`src/rtl/barrel_seq_pkg.sv`:
```
// Shared widths, state encoding and result-beat payload for barrel_shift_sequencer.
package barrel_seq_pkg;

    localparam int unsigned DATA_W = 4;
    localparam int unsigned SEL_W  = 2;

    typedef enum logic [0:0] {
        IDLE = 1'b0,
        RUN  = 1'b1
    } state_e;

    typedef struct packed {
        logic [DATA_W-1:0] data;
        logic [SEL_W-1:0]  sel;
        logic              last;
    } beat_t;

    // Even-parity bit of a data word (1 when an odd number of bits are set).
    function automatic logic data_parity(input logic [DATA_W-1:0] d);
        return ^d;
    endfunction

endpackage

```
`src/rtl/fourbitbarrelshifter.sv`:
```
// 4-bit rotate-left barrel shifter: dout = din rotated left by sel positions.
module fourbitbarrelshifter (
    input  logic [3:0] din,
    input  logic [1:0] sel,
    output logic [3:0] dout
);

    // Pure mux network selecting one of the four rotations.
    always_comb begin
        dout = din;
        case (sel)
            2'd0:    dout = din;
            2'd1:    dout = {din[2:0], din[3]};
            2'd2:    dout = {din[1:0], din[3:2]};
            default: dout = {din[0], din[3:1]};
        endcase
    end

endmodule

```
`src/rtl/barrel_shift_sequencer.sv`:
```
// Accepts one word over valid/ready, sweeps the barrel shifter sel from 0 to MAX_SEL
// and streams each registered result with backpressure.
// Optional build macro: BSEQ_PARITY_EN adds a registered out_parity output.
module barrel_shift_sequencer
    import barrel_seq_pkg::*;
#(
    parameter int unsigned MAX_SEL = 3
) (
    input  logic              clk,
    input  logic              rst,
    input  logic              in_valid,
    output logic              in_ready,
    input  logic [DATA_W-1:0] in_data,
    output logic              out_valid,
    input  logic              out_ready,
    output logic [DATA_W-1:0] out_data,
    output logic [SEL_W-1:0]  out_sel,
    output logic              out_last,
`ifdef BSEQ_PARITY_EN
    output logic              out_parity,
`endif
    output logic              busy
);

    localparam logic [0:0]       S_IDLE   = IDLE;
    localparam logic [0:0]       S_RUN    = RUN;
    localparam logic [SEL_W-1:0] LAST_SEL = SEL_W'(MAX_SEL);

    logic [0:0]        state_q, state_d;
    logic [DATA_W-1:0] data_q, data_d;
    logic [SEL_W-1:0]  sel_q, sel_d;
    beat_t             beat_q, beat_d;
    logic              out_valid_d;
    logic              in_ready_d;
    logic              busy_d;
    logic [DATA_W-1:0] shift_out;
    logic              slot_free;
`ifdef BSEQ_PARITY_EN
    logic              parity_d;
`endif

    fourbitbarrelshifter u_shifter (
        .din  (data_q),
        .sel  (sel_q),
        .dout (shift_out)
    );

    assign slot_free = !out_valid || out_ready;
    assign out_data  = beat_q.data;
    assign out_sel   = beat_q.sel;
    assign out_last  = beat_q.last;

    // Next-state, sweep datapath and output-slot control.
    always_comb begin
        state_d     = state_q;
        data_d      = data_q;
        sel_d       = sel_q;
        beat_d      = beat_q;
        out_valid_d = out_valid && !out_ready;
`ifdef BSEQ_PARITY_EN
        parity_d    = out_parity;
`endif
        case (state_q)
            S_IDLE: begin
                if (in_valid && in_ready) begin
                    data_d  = in_data;
                    sel_d   = '0;
                    state_d = S_RUN;
                end
            end
            S_RUN: begin
                if (slot_free) begin
                    beat_d.data = shift_out;
                    beat_d.sel  = sel_q;
                    beat_d.last = (sel_q == LAST_SEL);
                    out_valid_d = 1'b1;
`ifdef BSEQ_PARITY_EN
                    parity_d    = data_parity(shift_out);
`endif
                    if (sel_q == LAST_SEL) begin
                        state_d = S_IDLE;
                    end else begin
                        sel_d = sel_q + SEL_W'(1);
                    end
                end
            end
            default: state_d = S_IDLE;
        endcase
        in_ready_d = (state_d == S_IDLE);
        busy_d     = (state_d == S_RUN);
    end

    // State, sweep and output registers with synchronous reset.
    always_ff @(posedge clk) begin
        if (rst) begin
            state_q    <= S_IDLE;
            data_q     <= '0;
            sel_q      <= '0;
            beat_q     <= '0;
            out_valid  <= 1'b0;
            in_ready   <= 1'b1;
            busy       <= 1'b0;
`ifdef BSEQ_PARITY_EN
            out_parity <= 1'b0;
`endif
        end else begin
            state_q    <= state_d;
            data_q     <= data_d;
            sel_q      <= sel_d;
            beat_q     <= beat_d;
            out_valid  <= out_valid_d;
            in_ready   <= in_ready_d;
            busy       <= busy_d;
`ifdef BSEQ_PARITY_EN
            out_parity <= parity_d;
`endif
        end
    end

endmodule

```
`config.mk`:
```
export PLATFORM = sky130hd
export DESIGN_NAME = barrel_shift_sequencer
export DESIGN_NICKNAME = d
export VERILOG_FILES = /design/src/rtl/barrel_seq_pkg.sv /design/src/rtl/fourbitbarrelshifter.sv /design/src/rtl/barrel_shift_sequencer.sv
export SDC_FILE = /design/constraint.sdc
export NUM_CORES = 1
export LEC_CHECK = 0
export CAP_MARGIN = 25
export CORE_MARGIN = 4
export CORE_UTILIZATION = 42
export DETAILED_ROUTE_END_ITERATION = 12
export PLACE_DENSITY = 0.72
export SYNTH_ARGS = -nofsm -noshare
export SYNTH_HDL_FRONTEND = slang
export SYNTH_SLANG_ARGS = --single-unit
```
`constraint.sdc`:
```
create_clock -name clk -period 1.4 [get_ports clk]
set_input_delay 0.28 -clock clk [delete_from_list [all_inputs] [get_ports clk]]
set_output_delay 0.28 -clock clk [all_outputs]
set_load 0.005 [all_outputs]
```
# == Word level (Yosys, flattened, before mapping) ==
# Index checks and enable logic that the tools add are counted.
# op_classes
n_eq_ne,6
bitwise,2
n_reduce_logical,9
add_sub_neg,1
muxes,11
# op_table
operator,n
4-bit case mux with 3 select lines,1
2-bit two-way mux,3
1-bit two-way mux,5
"2-bit == test, second input constant",2
"2-bit inequality test, second input constant",2
2-bit case mux with 2 select lines,1
2-bit AND reduction,2
3-bit AND reduction,1
"2-bit by 1-bit adder with 2-bit output, second input constant",1
"2-bit by 1-bit == test with 1-bit output, second input constant",1
1-bit logical AND,2
1-bit logical NOT,2
2-bit logical NOT,1
"2-bit by 1-bit inequality test with 1-bit output, second input constant",1
1-bit inverter,2
1-bit case mux with 2 select lines,1
1-bit logical OR,1
# word_totals
word_cells,37
output_inout_bits,10
regBits,16

# == Longest topological paths before layout ==
# logic_depth
depth_word,5
mapped_depth,5
mapped_depth_nobuf,5

# == By module ==
# From an unflattened synthesis, not the netlist that was laid out.
# hier_totals
hier_cells,72
area_unflattened_um2,743.2
# modules_own_cells
mod,cells_per_inst,area_each_um2,instances
barrel_shift_sequencer,68,638.1,1
fourbitbarrelshifter,4,105.1,1

# == Least setup slack after synthesis ==
# OpenSTA, ideal clock, no wires.
# synth_path
path_type,flip-flop to flip-flop
start,register sel_q[0]
end,register beat_q (netlist bit out_data[0])
setup_time_ns,0.061
arrival_time_ns,1.253
path_stages_with_launch,5
required_time_ns,1.339
n_path_buf,1
setup_slack_ns,0.086
period_less_slack_ns,1.314
cell_sequence,dfxtp_1 -> ha_1 -> clkbuf_1 -> a2111oi_0 -> a32o_1
# synth_via
elab_chain_len,2
elab_cells_between_ends,4
classes_between,2 x eq/ne; 1 x mux; 1 x reduce/logical
# synth_rtl
item,line,source
"start, declared",barrel_shift_sequencer.sv:31,"logic [SEL_W-1:0] sel_q, sel_d;"
"start signal, assigned",barrel_shift_sequencer.sv:109,sel_q <= sel_d;
"2-bit == test, or another cell as far along",fourbitbarrelshifter.sv:11,case (sel)
4-bit case mux with 3 select lines (*),fourbitbarrelshifter.sv:11,
"end signal, assigned",barrel_shift_sequencer.sv:110,beat_q <= beat_d;
"end, declared",barrel_shift_sequencer.sv:32,"beat_t beat_q, beat_d;"
# Every way passes the cells marked *; elsewhere a longest branch is shown, timed or not.
# A chain may end at the register's enable or synchronous reset.

# == Final worst setup path ==
# layout_path
start,register sel_q[0]
end,register sel_q[1]
# layout_via
elab_chain_len,4
elab_cells_between_ends,7
classes_between,1 x add/sub; 2 x eq/ne; 3 x mux; 1 x reduce/logical
# layout_rtl
item,line,source
2-bit by 1-bit adder with 2-bit output,barrel_shift_sequencer.sv:83,sel_d = sel_q + SEL_W'(1);
2-bit two-way mux,barrel_shift_sequencer.sv:80,if (sel_q == LAST_SEL) begin
2-bit two-way mux,barrel_shift_sequencer.sv:72,if (slot_free) begin
2-bit case mux with 2 select lines,barrel_shift_sequencer.sv:63,case (state_q)
# Parallel ways exist; a longest one is shown, timed or not. The select of a mux whose other input is x is not followed.

==> results.toml <==
[logic_synthesis]
synth.ff_latch_count = 16
synth_area_leader_cell = "dfxtp_1"
synth_top_cell_area_share_pct = 42.74
synth_cell_type_count = 23
ys_seq_area_share_pct = 42.74
syn_inst = 83
syn_area_per_cell_sq_um = 9.030
synthesis.nets = 95
synth_area_leaders = "dfxtp_1 (43%), a21oi_1 (6.7%), ha_1 (6.7%)"
syn_area_sq_um = 749.5
ys_warn_count = 0

[worst_setup_path]
cp.required_ps = 1620
arrival_ps = 1550
startpoint_type = "register"
path_class = "reg -> reg"
critPathMaxStageDelay_ps = 350
worstPathCellList = "ha_2, nand2b_1, or3b_1, a21oi_1"
endpoint_kind = "register"
worst-path-max-fanout = 7
crit_path_top_delay_cell = "dfxtp_1"

[drt]
wirelength_um = 1652
viasPerCell = 5.008
post_drt_wl_per_cell_um = 12.52
vias = 661
first_pass_iters = 4
drc = 0
drt-initial-drc-count = 13
wl_met2_um = 745
wl_met1_um = 789
top_layer_used = "met4"
wl_met3_um = 79
drtAntennaViolNets = 0

[cts]
cts_setup_buffers = 0
clkSlewWorstSetupHoldPaths_ps = 90
insertion_delay_ps = 290
numCtsBuffers = 3
root_buffer = "clkbuf_4"
clockBufferDepth = 2
cts_tree = "done"
htree_levels = 1
cts_sinks = 16

[pwr]
p_per_area_mw_per_mm2 = 882.9
intPower_uw = 660.4
seq_power_share_pct = 55.8
power.leakage_nw = 0.4714
swShare_pct = 26.46
p_comb_share_pct = 17.5
switchingPower_uw = 237.7
p_total_uw = 898.1
max-vdd-ir-drop_mv = 0.5869
p_clk_share_pct = 26.8

[flow_run]
maxCapViolations = 0

[timing]
hold_ws_ps = 483.2
slew_headroom_pct = 70.41
slew_viol_final = 0
period_minus_slack_ps = 1333
worst_pin_slew_ps = 432.6
hold_viol_final = 0
fin_crit_sh_pct = 95.21
max_freq_mhz = 750.2
setup_viol_count_final = 0
skew_ps = 2.680

[place]
gp_congestion = 0.8047
io_buffers = 17
postPlaceCellArea_sq_um = 991.0
post-dp-hpwl_um = 1242

[cells_and_area]
finalInstanceArea_sq_mm = 0.001017
layout_commonest_cell = "dfxtp_1"
final_cell_mix = "dfxtp_1 (11), a21oi_1 (10), dlygate4sd2_1 (8)"
area_delta_synth_final_pct = 35.73
drive_gt1_share_pct = 16.82
nets = 121
n_antenna_cell = 0

[die]
core_area_sq_mm = 0.001708
die_area_sq_mm = 0.002524
start_util_pct = 43.88
die_x_um = 50.24
die_h_um = 50.24
rows = 15
pin_count = 18

[grt]
track_usage_pct = 14.47
grt_antenna_before_repair = 0
grt_pass1_wl_um = 2732
overflow = 0
grt_pass1_vias = 660
grt_start_max_net_pins = 12

[status]
status = "complete, no violations"

[min_path]
hold_path_class = "reg -> reg"
## per-stage QoR
stage	cells	worst slack [ps]	setup TNS [ps]	util [%]
2_1_floorplan	83	86.45	0	-
3_3_place_gp	129	-149.0	-628.5	58.02
3_5_place_dp	129	-183.6	-687.0	58.02
4_1_cts	132	1.809	0	59.05
5_1_grt	132	-6.948	-6.948	59.56
6_report	132	67.01	0	59.56
## path summary, 6_finish.rpt
kind / slack, ps / from / to / depth (start not counted)
hold / removal: 480 / out_sel[0] / out_sel[0] / 2
setup / recovery: 70 / sel_q[0] / sel_q[1] / 4
hold reg to reg: 480 / out_sel[0] / out_sel[0] / 2
setup reg to reg: 70 / sel_q[0] / sel_q[1] / 4
## sequential cells by signal (all words and copies together) (netlist names)
| signal | flops |
|---|---|
| out_last | 1 |
| sel_q | 2 |
| out_data | 4 |
| out_sel | 2 |
| state_q | 1 |
| data_q | 4 |
| out_valid | 1 |
| in_ready | 1 |
## final cells by class
class	count	area (sq um)
clock buffers	3	22.52
well taps	25	31.28
fillers	155	690.7
multi-input cells	56	389.1
flip-flops and latches	16	326.6
inverters	8	30.03
repair buffers	24	217.7
## power by group through the flow
stage / clock [mW] / combinational [mW] / sequential (mW)
after global placement: 0 / 0.163 / 0.509
after floorplan: 0 / 0.0827 / 0.511
after CTS: 0.245 / 0.159 / 0.500
final: 0.241 / 0.157 / 0.501
after global routing: 0.270 / 0.173 / 0.505
after detailed placement: 0 / 0.164 / 0.510
## cell usage after synthesis
cell,count
dfxtp_1,16
o211ai_1,1
inv_2,1
a2111oi_0,4
a22oi_1,4
nand3_1,3
a21oi_1,10
nand2_1,6
buf_2,1
ha_1,4
clkbuf_1,2
nor2_1,5
o2111ai_1,1
inv_1,7
and2_1,1
o41ai_1,1
nor2b_1,1
a32o_1,4
mux2i_1,4
o21ai_0,3
or3b_1,1
nand3b_2,1
nand2b_1,2
## logic make-up (layout without fill, tap and decap cells)
group / count (synthesis) / count (layout) / share of synthesized area, %
muxes: 4 / 4 / 5.342
and+or+nand+nor: 20 / 20 / 13.52
DFF: 16 / 16 / 42.74
adders and majority gates: 4 / 4 / 6.678
buffers and inverters: 11 / 35 / 5.676
AOI/OAI and AO/OA: 28 / 28 / 26.04
## what timing repair did
action / 4_1_cts / 5_1_grt
hold buffers: 0 / 0
endpoints found under the hold margin: 0 / 0
cloned: 0 / 0
setup endpoints to repair: 10 / 6
pin swaps: 0 / 0
gates resized for setup: 12 / 4
## layer usage
| layer | vias up | GRT usage [%] |
|---|---|---|
| met5 | - | 0 |
| met4 | 0 | 9.217 |
| met3 | 5 | 4.748 |
| met2 | 13 | 21.52 |
| met1 | 293 | 17.73 |
| li1 | 350 | - |
## critical path: cells and delay by family (launching register included)
family          cells  cell delay [ps]
simple gates        2              530
flops               1              350
fa+ha+maj           1              230
compound gates      1              150
No activity file was read; power rests on OpenSTA's default activity.
